--- src/rtl/noc_bridge_axis_downsizer.sv ---
// Serialises one wide AXIS beat ({tuser, tdata}) into NumBeats narrow beats,
// LSB chunk first. Each narrow beat is tagged with its index and a last flag.
// A new wide beat can load on the handshake of the previous last beat, so
// there is no bubble between wide beats under continuous ready.
module noc_bridge_axis_downsizer #(
  parameter  int DataW    = 71,
  parameter  int UserW    = 12,
  parameter  int NarrowW  = 32,
  localparam int WideW    = DataW + UserW,
  localparam int NumBeatsRaw = (WideW + NarrowW - 1) / NarrowW,
  localparam int NumBeats = (NumBeatsRaw < 1) ? 1 : NumBeatsRaw,
  localparam int IdxW     = (NumBeats > 1) ? $clog2(NumBeats) : 1
) (
  input  logic               clk_i,
  input  logic               rst_ni,
  input  logic               wide_valid_i,
  output logic               wide_ready_o,
  input  logic [DataW-1:0]   wide_data_i,
  input  logic [UserW-1:0]   wide_user_i,
  output logic               narrow_valid_o,
  input  logic               narrow_ready_i,
  output logic [NarrowW-1:0] narrow_data_o,
  output logic               narrow_last_o,
  output logic [IdxW-1:0]    narrow_idx_o,
  output logic               busy_o
);

  localparam int PadW = NumBeats * NarrowW;

  typedef enum logic {IDLE = 1'b0, SEND = 1'b1} state_e;

  state_e                           state_q;
  logic [IdxW-1:0]                  cnt_q;
  logic [WideW-1:0]                 hold_q;
  logic [NumBeats-1:0][NarrowW-1:0] chunks;
  logic                             last_beat;
  logic                             send;

  // Zero-pad the holding register up to a whole number of narrow beats so
  // the final beat carries zeros above WideW.
  if (PadW > WideW) begin : g_pad
    assign chunks = {{(PadW - WideW){1'b0}}, hold_q};
  end else begin : g_nopad
    assign chunks = hold_q;
  end

  assign send      = (state_q == SEND);
  assign last_beat = (cnt_q == IdxW'(NumBeats - 1));

  // Output decode; everything is gated by SEND so reset and IDLE present zeros.
  always_comb begin
    narrow_valid_o = send;
    narrow_data_o  = send ? chunks[cnt_q] : '0;
    narrow_last_o  = send && last_beat;
    narrow_idx_o   = cnt_q;
    busy_o         = send;
    // Wide side only accepts when the holding register frees up this cycle.
    wide_ready_o   = !send || (narrow_ready_i && last_beat);
  end

  // Control FSM: load on acceptance, step through beats on each handshake.
  always_ff @(posedge clk_i or negedge rst_ni) begin
    if (!rst_ni) begin
      state_q <= IDLE;
      cnt_q   <= '0;
      hold_q  <= '0;
    end else begin
      case (state_q)
        IDLE: begin
          if (wide_valid_i) begin
            hold_q  <= {wide_user_i, wide_data_i};
            cnt_q   <= '0;
            state_q <= SEND;
          end
        end
        SEND: begin
          if (narrow_ready_i) begin
            if (last_beat) begin
              cnt_q <= '0;
              if (wide_valid_i) begin
                hold_q <= {wide_user_i, wide_data_i};
              end else begin
                state_q <= IDLE;
              end
            end else begin
              cnt_q <= cnt_q + IdxW'(1);
            end
          end
        end
        default: state_q <= IDLE;
      endcase
    end
  end

`ifndef NOC_DS_NO_ASSERT
  // Narrow side must hold its beat steady while stalled.
  a_stable: assert property (@(posedge clk_i) disable iff (!rst_ni)
    (narrow_valid_o && !narrow_ready_i) |=> (narrow_valid_o &&
      $stable(narrow_data_o) && $stable(narrow_last_o) && $stable(narrow_idx_o)));
  // A wide beat may only be taken in SEND on the last narrow beat.
  a_no_early: assert property (@(posedge clk_i) disable iff (!rst_ni)
    !(send && !last_beat && wide_valid_i && wide_ready_o));
  // Beat counter never leaves its range.
  a_cnt_range: assert property (@(posedge clk_i) disable iff (!rst_ni)
    int'(cnt_q) < NumBeats);
`endif

endmodule

--- config.mk ---
export PLATFORM = sky130hd
export DESIGN_NAME = noc_bridge_axis_downsizer
export DESIGN_NICKNAME = d
export VERILOG_FILES = /design/src/rtl/noc_bridge_axis_downsizer.sv
export SDC_FILE = /design/constraint.sdc
export NUM_CORES = 1
export LEC_CHECK = 0
export CAP_MARGIN = 5
export CORE_MARGIN = 3
export CORE_UTILIZATION = 40
export DETAILED_ROUTE_END_ITERATION = 10
export GPL_TIMING_DRIVEN = 0
export PLACE_DENSITY_LB_ADDON = 0.12
export SLEW_MARGIN = 30
export SYNTH_ARGS = -nofsm -noshare
export SYNTH_HDL_FRONTEND = slang
export SYNTH_SLANG_ARGS = --single-unit
--- constraint.sdc ---
create_clock -name clk_i -period 1.9 [get_ports clk_i]
set_input_delay 0.285 -clock clk_i [delete_from_list [all_inputs] [get_ports clk_i]]
set_output_delay 0.285 -clock clk_i [all_outputs]
set_load 0.01 [all_outputs]
==> results.py, run 1 <==
metrics = {
    "floorplanning": {
        "fp.dieH_microns": 111,
        "initial_core_util": 0.420,
        "core_sq_um": 10600,
        "fp-row-count": 37,
        "die-area_sq_um": 12400,
        "die_w_microns": 111,
        "ios": 125,
    },
    "power_and_ir_drop": {
        "ir_drop_v": 0.000669,
        "p_total_mw": 10.4,
        "cellLeakagePower_nw": 2.83,
        "power_density_nw_per_um2": 1660,
    },
    "critical_path": {
        "cp.arrival_ns": 1.75,
        "cp-end-kind": "primary output",
        "worstSetupPathType": "register to primary output",
        "required_ns": 1.62,
        "startpoint_type": "register",
        "cp_max_fo": 6,
    },
    "job": {
        "max_cap_viol_count": 0,
    },
    "synthesis": {
        "synthAdderAreaFrac": 0,
        "yosys.cell_types.count": 23,
        "syn_inst": 310,
        "synth_compound_area_frac": 0.0404,
        "yosys_warnings": 0,
        "seq_area_frac_synth": 0.486,
        "synthXorXnorAreaFrac": 0,
        "yosys.area_share.simple": 0.0757,
        "synth-seq-cells": 86,
        "synth_fp_nets": 397,
        "avgSynthCellArea_sq_um": 14.3,
        "synth_area_sq_um": 4430,
        "synthMuxAreaShare": 0.343,
        "synth_top_family_by_area": "multiplexers",
    },
    "placement": {
        "dp_hpwl_microns": 7290,
        "place_area_sq_um": 5870,
        "place_congestion": 0.769,
        "io_buffers": 124,
    },
    "cells_and_area": {
        "fin_util": 0.597,
        "design_area_sq_um": 6300,
        "antenna_cells": 0,
        "nets": 550,
        "drive_gt1_frac": 0.442,
        "area_growth_pct": 42.2,
    },
    "sta": {
        "final.period_utilization": 1.07,
        "worst_pin_slew_ns": 0.360,
        "tns_ns": -2.09,
        "rsz0062_at_grt": "yes",
        "slew_headroom": 0.760,
        "hold-worst-slack_ns": 0.401,
        "fmax_mhz": 492,
        "skew_ns": 0.00732,
        "min_period_ns": 2.03,
        "drv_slew": 0,
        "finalSetupViolCount": 23,
        "final_hold_viol_count": 0,
        "layout_setup_ws_ns": -0.135,
    },
    "global_route": {
        "grt_overflow": 0,
        "antenna_found_initial": 0,
        "grt_pass1_wl_microns": 17800,
        "grt_max_degree": 52,
        "groute.usage.overall": 0.183,
        "first_global_vias": 3302,
    },
    "outcome": {
        "violations": "negative setup slack",
        "status": "finished with violations",
    },
    "detailed_routing": {
        "wl_per_cell_microns": 18.1,
        "wl_microns": 11000,
        "dr_wl_met2_microns": 5340,
        "vias": 2940,
        "remaining_drc_errors": 0,
        "detail_route.first_pass.iterations": 4,
        "drt_iter0_markers": 101,
        "detail-route-antenna-nets": 0,
        "wl_met3_microns": 727,
        "vias_per_cell": 4.87,
        "drt-met1-wl_microns": 4820,
        "top_layer": "met4",
    },
    "clocking": {
        "worst_skew_pair.late_latency_ns": 0.35,
        "htree_levels": 3,
        "cts_tree": "done",
        "clk_path_buf_depth": 2,
        "cts_made_buffers": 9,
        "clkSlewWorstSetupHoldPaths_ns": 0.08,
        "cts_root_buf": "clkbuf_8",
        "cts_sinks": 86,
    },
    "hold_path": {
        "hold_class": "primary input to asynchronous set/reset pin",
    },
}
through the flow:
step / setup slack (ns) / std cells
after global routing: -0.225 / 604
after floorplan: 0.232 / 310
after CTS: -0.136 / 596
after global placement: -2.72 / 570
final: -0.135 / 604
after detailed placement: -0.438 / 571
placed cells by master (no fill, tap or decap), types with 11 or more instances in the layout:
| cell | netlist | layout |
|---|---|---|
| nor2_1 | 13 | 12 |
| or2_4 | 0 | 15 |
| buf_12 | 8 | 11 |
| a21boi_2 | 0 | 12 |
| buf_2 | 5 | 19 |
| dfrtp_1 | 86 | 83 |
| clkdlybuf4s50_1 | 0 | 89 |
| nand2_1 | 19 | 17 |
| mux2_2 | 13 | 13 |
| mux2_4 | 70 | 70 |
| clkbuf_2 | 0 | 11 |
| mux2i_1 | 32 | 31 |
worst max-delay path, cell delays in order (launching register included):
cell and delay, ns:
dfrtp_2 0.45, buf_8 0.15, clkbuf_16 0.16, mux2i_1 0.12
or2_4 0.22, a21boi_1 0.13, buf_2 0.16
cells in the mapped netlist:
| cell | n | area, sq um |
|---|---|---|
| a21boi_0 | 18 | 135 |
| a21boi_4 | 1 | 18.8 |
| and2_1 | 1 | 6.26 |
| and3b_1 | 2 | 17.5 |
| buf_1 | 1 | 3.75 |
| buf_12 | 8 | 160 |
| buf_2 | 5 | 25.0 |
| buf_4 | 3 | 22.5 |
| buf_6 | 2 | 22.5 |
| clkbuf_1 | 3 | 11.3 |
| dfrtp_1 | 86 | 2150 |
| mux2_2 | 13 | 146 |
| mux2_4 | 70 | 1050 |
| mux2i_1 | 32 | 320 |
| nand2_1 | 19 | 71.3 |
| nand2b_1 | 4 | 25.0 |
| nand3b_1 | 1 | 7.51 |
| nand3b_4 | 1 | 20.0 |
| nor2_1 | 13 | 48.8 |
| nor2b_1 | 3 | 18.8 |
| nor3b_1 | 1 | 7.51 |
| o21ai_0 | 5 | 25.0 |
| or2_2 | 18 | 113 |
final timing paths:
path,from,to,slack (ns),cells past startpoint
min reg2reg,hold_q[6],hold_q[6],0.51,1
min in group clk_i,hold_q[6],hold_q[6],0.51,1
max reg2reg,narrow_idx_o[1],hold_q[46],0.14,7
min,rst_ni,hold_q[45],0.40,2
max in group asynchronous,rst_ni,hold_q[61],0.94,3
max,narrow_idx_o[1],narrow_data_o[2],-0.13,6
registers in the layout, summed over array words and instances (netlist names):
register	cells
hold_q	83
narrow_idx_o	2
busy_o	1
layout make-up:
class	instances	area [sq um]
flip-flops and latches	86	2160
well taps	136	170
clock inverters	4	22.5
clock buffers	12	145
plain buffers	22	327
fillers	889	4260
repair buffers	142	1340
multi-input cells	202	2140
cells by family after synthesis:
| group | count (synthesis) |
|---|---|
| muxes | 115 |
| DFF | 86 |
| and+or+nand+nor | 63 |
| AOI/OAI and AO/OA | 24 |
| buffers and inverters | 22 |
layer usage:
layer / GRT usage / vias to the layer above
li1: - / 1380
met1: 0.240 / 1457
met2: 0.291 / 97
met3: 0.0671 / 6
met4: 0.0389 / 0
met5: 0 / -
where the power goes:
| group | switching (mW) | internal [mW] |
|---|---|---|
| Sequential | 0.562 | 2.76 |
| Combinational | 2.28 | 3.69 |
| Clock | 0.646 | 0.506 |
repair_timing:
item                                   in CTS  in global routing
hold buffers                                1                  0
setup endpoints to repair                  35                 33
endpoints found under the hold margin      35                  0
pin swaps                                   2                 11
gates resized for setup                   161                 44
buffers inserted                            7                  5
cloned                                      1                  3
(Power assumes the default switching activity.)
==> inputs of run 2 (changes only) <==
==> constraint.sdc (replaced) <==
create_clock -name clk_i -period 2.3 [get_ports clk_i]
set_input_delay 0.345 -clock clk_i [delete_from_list [all_inputs] [get_ports clk_i]]
set_output_delay 0.345 -clock clk_i [all_outputs]
set_load 0.01 [all_outputs]
==> run 2 against run 1 <==
  * The flow now finishes without violations
  * Total power down 22%
  * Clock power shrank 17%
  * Highest routed layer unchanged
  * Core utilization is 1.6 points lower
  * Final area fell by 2.6%
==> results.py, run 2 (same netlist as run 1, synthesis figures left out) <==
metrics = {
    "cells_and_area": {
        "layout_common_cells": "clkdlybuf4s50_1 (93), dfrtp_1 (85), mux2_4 (70), mux2i_1 (32), nand2_1 (19)",
        "drive_gt1_frac": 0.359,
        "final_cell_count_no_fill": 598,
        "area_growth_pct": 38.5,
        "fillers": 903,
        "antenna_cells": 0,
        "fin_util": 0.581,
        "regMostFlops": "hold_q",
        "nets": 544,
        "largest_reg_flops": 83,
        "layout_commonest_cell": "clkdlybuf4s50_1",
    },
    "clocking": {
        "clkSlewWorstSetupHoldPaths_ns": 0.08,
        "cts_made_buffers": 9,
        "cts_tree": "done",
        "worst_skew_pair.late_latency_ns": 0.36,
        "htree_levels": 3,
        "cts_sinks": 86,
        "cts_root_buf": "clkbuf_8",
        "clk_path_buf_depth": 2,
    },
    "critical_path": {
        "r2r_cells": 7,
        "r2r_setup_slack_ns": 0.55,
        "worstSetupPathType": "register to primary output",
        "required_ns": 1.96,
        "cp_max_fo": 10,
        "cp.arrival_ns": 1.91,
        "r2r-end": "hold_q[10]",
        "startpoint_type": "register",
        "cp-end-kind": "primary output",
        "worstReg2RegStart": "narrow_idx_o[1]",
    },
    "placement": {
        "place_congestion": 0.769,
        "place_ws_ns": -0.0985,
        "io_buffers": 124,
        "dp_hpwl_microns": 7290,
        "dp_cells": 571,
    },
    "sta": {
        "fmax_mhz": 444,
        "worst_pin_slew_ns": 0.354,
        "layout_setup_ws_ns": 0.0475,
        "final.period_utilization": 0.979,
        "min_period_ns": 2.25,
        "drv_slew": 0,
        "hold-worst-slack_ns": 0.458,
        "slew_headroom": 0.764,
        "final_hold_viol_count": 0,
        "finalSetupViolCount": 0,
        "skew_ns": 0.00531,
    },
    "floorplanning": {
        "die_w_microns": 111,
        "die-area_sq_um": 12400,
        "ios": 125,
        "core_sq_um": 10600,
        "fp-row-count": 37,
        "fp.dieH_microns": 111,
        "initial_core_util": 0.420,
    },
    "job": {
        "max_cap_viol_count": 0,
    },
    "global_route": {
        "grt_pass1_wl_microns": 17500,
        "met2_usage": 0.285,
        "first_global_vias": 3259,
        "grt_max_degree": 52,
        "grt_overflow": 0,
        "busiest_layer": "met2",
        "grt_use_met1": 0.236,
        "use_met3": 0.0644,
        "groute.usage.overall": 0.179,
        "antenna_found_initial": 0,
    },
    "detailed_routing": {
        "drt_iter0_markers": 90,
        "detail-route-antenna-nets": 0,
        "detail_route.first_pass.iterations": 5,
        "remaining_drc_errors": 0,
        "vias_per_cell": 4.84,
        "wl_microns": 10500,
        "wl_per_cell_microns": 17.6,
        "vias": 2895,
    },
    "power_and_ir_drop": {
        "power_density_nw_per_um2": 1320,
        "cellLeakagePower_nw": 2.76,
        "p_total_mw": 8.12,
        "ir_drop_v": 0.000552,
    },
    "outcome": {
        "status": "finished clean",
    },
    "hold_path": {
        "hold_class": "primary input to asynchronous set/reset pin",
    },
}
==> run 2: worst max-delay path by stage <==
| stage | from | end | cells after the start | slack [ns] |
|---|---|---|---|---|
| after floorplan | narrow_idx_o[1] | narrow_data_o[4] | 5 | 0.57 |
| final | narrow_idx_o[1] | narrow_data_o[2] | 6 | 0.05 |
| after detailed placement | narrow_idx_o[1] | narrow_data_o[18] | 7 | -0.1 |
| after CTS | narrow_idx_o[1] | narrow_data_o[7] | 6 | -0.002 |
| after global placement | rst_ni | hold_q[59] | 1 | -2.38 |
| after global routing | narrow_idx_o[1] | narrow_data_o[4] | 6 | -0.02 |
==> run 2: layout make-up <==
type | instances | area [sq um] | share of cell area
Buffer | 22 | 290 | 0.0473
Multi-Input combinational cell | 202 | 2030 | 0.332
Clock buffer | 12 | 145 | 0.0237
Tap cell | 136 | 170 | 0.0277
Timing Repair Buffer | 136 | 1320 | 0.215
Clock inverter | 4 | 22.5 | 0.00367
Sequential cell | 86 | 2150 | 0.351
==> run 2: worst max-delay path: stages, from the launching register on <==
cell and delay, ns:
dfrtp_1 0.41, buf_8 0.16, buf_8 0.16, mux2i_1 0.11, or2_2 0.27, a21boi_0 0.18, clkdlybuf4s15_2 0.27
==> run 2: repair_timing <==
action,in CTS,in global routing
hold endpoints to repair,35,0
setup buffers,0,10
setup endpoints to repair,33,17
hold buffers,1,0
cloned,0,0
gates resized for setup,69,20
==> run 2: through the flow <==
| step | area (sq um) | TNS [ns] |
|---|---|---|
| 2_1_floorplan | 4430 | 0 |
| 3_3_place_gp | 5840 | -204.97 |
| 3_5_place_dp | 5870 | -0.661 |
| 4_1_cts | 6070 | -0.00202 |
| 5_1_grt | 6130 | -0.0565 |
| 6_report | 6130 | 0 |
==> run 2: report_power, final <==
part | internal, mW | total [mW] | switching (mW)
logic | 2.75 | 4.46 | 1.70
clock network | 0.418 | 0.952 | 0.534
registers | 2.28 | 2.71 | 0.434
total | 5.45 | 8.12 | 2.67
==> run 2: routing by layer <==
metal  share of wire  wire length, microns
met5               0                     0
met4          0.0086                    91
met3           0.064                   669
met2            0.48                  5050
met1            0.45                  4720
==> inputs of run 3 (changes only) <==
--- a/config.mk
+++ b/config.mk
@@ -6,7 +6,6 @@
 export NUM_CORES = 1
 export LEC_CHECK = 0
 export CAP_MARGIN = 5
-export CORE_MARGIN = 3
 export CORE_UTILIZATION = 40
 export DETAILED_ROUTE_END_ITERATION = 10
 export GPL_TIMING_DRIVEN = 0
==> constraint.sdc (replaced) <==
create_clock -name clk_i -period 2.7 [get_ports clk_i]
set_input_delay 0.405 -clock clk_i [delete_from_list [all_inputs] [get_ports clk_i]]
set_output_delay 0.405 -clock clk_i [all_outputs]
set_load 0.01 [all_outputs]
==> run 3 against run 2 <==
  * Setup slack improved by 0.048 ns
  * Cell count decreased by 1.0%
  * Via count decreased by 2.9%
  * Die area decreased by 7.1%
  * Sequential share of layout area increased by 0.072 points
  * Hold slack got worse by 0.0078 ns
  * Global-route usage increased by 0.88 points
  * Total power decreased by 13%
  * Final area decreased by 0.20%
  * Largest cell class unchanged
==> results.py, run 3 (same netlist as run 1, synthesis figures left out) <==
metrics = {
    "clocking": {
        "cts_made_buffers": 9,
        "cts_sinks": 86,
        "cts_tree": "done",
        "htree_levels": 3,
        "cts_root_buf": "clkbuf_8",
        "clk_path_buf_depth": 2,
        "clkSlewWorstSetupHoldPaths_ns": 0.08,
        "worst_skew_pair.late_latency_ns": 0.36,
    },
    "cells_and_area": {
        "layout_common_cells": "clkdlybuf4s50_1 (112), dfrtp_1 (85), mux2_4 (70), mux2i_1 (32), nand2_1 (19)",
        "fin_util": 0.567,
        "antenna_cells": 0,
        "nets": 534,
        "layout_commonest_cell": "clkdlybuf4s50_1",
        "final_cell_count_no_fill": 592,
        "drive_gt1_frac": 0.308,
        "largest_reg_flops": 83,
        "area_growth_pct": 38.2,
        "fillers": 931,
        "regMostFlops": "hold_q",
        "multi_input_area_sq_um": 2030,
        "regArea_sq_um": 2150,
    },
    "global_route": {
        "groute.usage.overall": 0.188,
        "grt_pass1_wl_microns": 16000,
        "grt_max_degree": 69,
        "antenna_found_initial": 0,
        "first_global_vias": 3013,
        "grt_overflow": 0,
    },
    "hold_path": {
        "hold_class": "primary input to asynchronous set/reset pin",
    },
    "placement": {
        "place_congestion": 0.732,
        "place_ws_ns": 0.180,
        "dp_cells": 575,
        "dp_hpwl_microns": 6930,
        "io_buffers": 124,
    },
    "job": {
        "max_cap_viol_count": 0,
    },
    "floorplanning": {
        "fp-row-count": 38,
        "core_sq_um": 10800,
        "fp.dieH_microns": 107,
        "die-area_sq_um": 11500,
        "initial_core_util": 0.410,
        "ios": 125,
        "die_w_microns": 107,
    },
    "detailed_routing": {
        "wl_per_cell_microns": 17.1,
        "wl_microns": 10100,
        "drt_iter0_markers": 61,
        "vias": 2812,
        "detail_route.first_pass.iterations": 4,
        "detail-route-antenna-nets": 0,
        "vias_per_cell": 4.75,
        "remaining_drc_errors": 0,
    },
    "sta": {
        "min_period_ns": 2.60,
        "skew_ns": 0.00679,
        "rsz0062_at_grt": "no",
        "drv_slew": 0,
        "slew_headroom": 0.672,
        "layout_setup_ws_ns": 0.0959,
        "final.period_utilization": 0.964,
        "final_hold_viol_count": 0,
        "finalSetupViolCount": 0,
        "worst_pin_slew_ns": 0.492,
        "fmax_mhz": 384,
        "tns_ns": 0,
    },
    "power_and_ir_drop": {
        "cellLeakagePower_nw": 2.74,
        "power_density_nw_per_um2": 1150,
        "ir_drop_v": 0.000517,
        "p_total_mw": 7.05,
    },
    "outcome": {
        "status": "finished clean",
    },
    "critical_path": {
        "cp_top_family": "buffers and inverters",
        "worstSetupPathType": "register to primary output",
        "worst_path_most_repeated_cell": "buf_6",
        "slowest_stage": "clkdlybuf4s50_1",
        "cp.arrival_ns": 2.20,
        "path_buf_inv": 4,
        "cp_cell_sequence": "buf_6 > nor2b_1 > buf_6 > buf_6 > nand2_1 > a21boi_0 > clkdlybuf4s50_1",
        "required_ns": 2.30,
        "startpoint_type": "register",
        "cp-end-kind": "primary output",
        "cp_max_fo": 10,
        "max_stage_delay_ns": 0.56,
    },
}
## run 3: cell count changes in the layout (fill, tap and decap cells not counted), moves of 2 or more
cell	before	now
clkbuf_1	2	5
clkdlybuf4s15_2	7	0
clkdlybuf4s15_1	2	0
clkbuf_2	7	1
buf_4	15	4
clkinv_2	3	1
a21boi_1	5	0
clkdlybuf4s50_1	93	112
dlymetal6s2s_1	1	7
dlygate4sd2_1	14	4
a21boi_0	13	18
## run 3: what timing repair did
item,CTS,global route
buffers inserted,0,0
resized for setup,8,12
endpoints found under the setup margin,10,20
hold buffers,1,0
endpoints found under the hold margin,18,0
## run 3: layout make-up
cell class | instances | share of cell area
multi-input combinational | 202 | 0.332
clock buffer | 13 | 0.0260
sequential | 86 | 0.352
timing repair buffer | 126 | 0.211
tap | 140 | 0.0286
buffer | 22 | 0.0437
clock inverter | 3 | 0.00695
## run 3: worst paths after layout
check / end / slack, ns / from / depth (start not counted)
worst max-delay path: narrow_data_o[16] / 0.1 / narrow_idx_o[1] / 7
worst min-delay path: hold_q[40] / 0.45 / rst_ni / 2
worst max register to register: hold_q[43] / 1.05 / narrow_idx_o[1] / 6
worst min register to register: hold_q[43] / 0.51 / hold_q[43] / 1
max in group asynchronous: busy_o / 1.66 / rst_ni / 3
min in group clk_i: hold_q[43] / 0.51 / hold_q[43] / 1
## run 3: through the flow
stage                     cell area, sq um  hold WS (ns)
after CTS                             6090         0.429
after floorplan                       4430         0.109
after global routing                  6120         0.440
after global placement                5850         0.489
final                                 6120         0.450
after detailed placement              5870         0.260
## run 3: power breakdown
group / internal (mW) / switching (mW) / leakage (nW)
combinational: 2.40 / 1.42 / 1.62
clock: 0.478 / 0.459 / 0.0996
sequential: 1.94 / 0.364 / 1.03
total: 4.81 / 2.24 / 2.74
## run 3: routing by layer
| metal | global-route usage | vias to the layer above | routed length, microns |
|---|---|---|---|
| met5 | 0 | - | 0 |
| met4 | 0.0675 | 0 | 142 |
| met3 | 0.0529 | 10 | 590 |
| met2 | 0.296 | 78 | 4740 |
| met1 | 0.247 | 1380 | 4660 |
| li1 | - | 1344 | - |
## run 3: worst register-to-register path, delay by kind of cell, from the launching register on
family / cells / cell delay, ns
AO/OA/AOI/OAI: 1 / 0.19
buffers and inverters: 3 / 0.55
AND/OR/NAND/NOR: 1 / 0.11
multiplexers: 1 / 0.31
flip-flops: 1 / 0.38
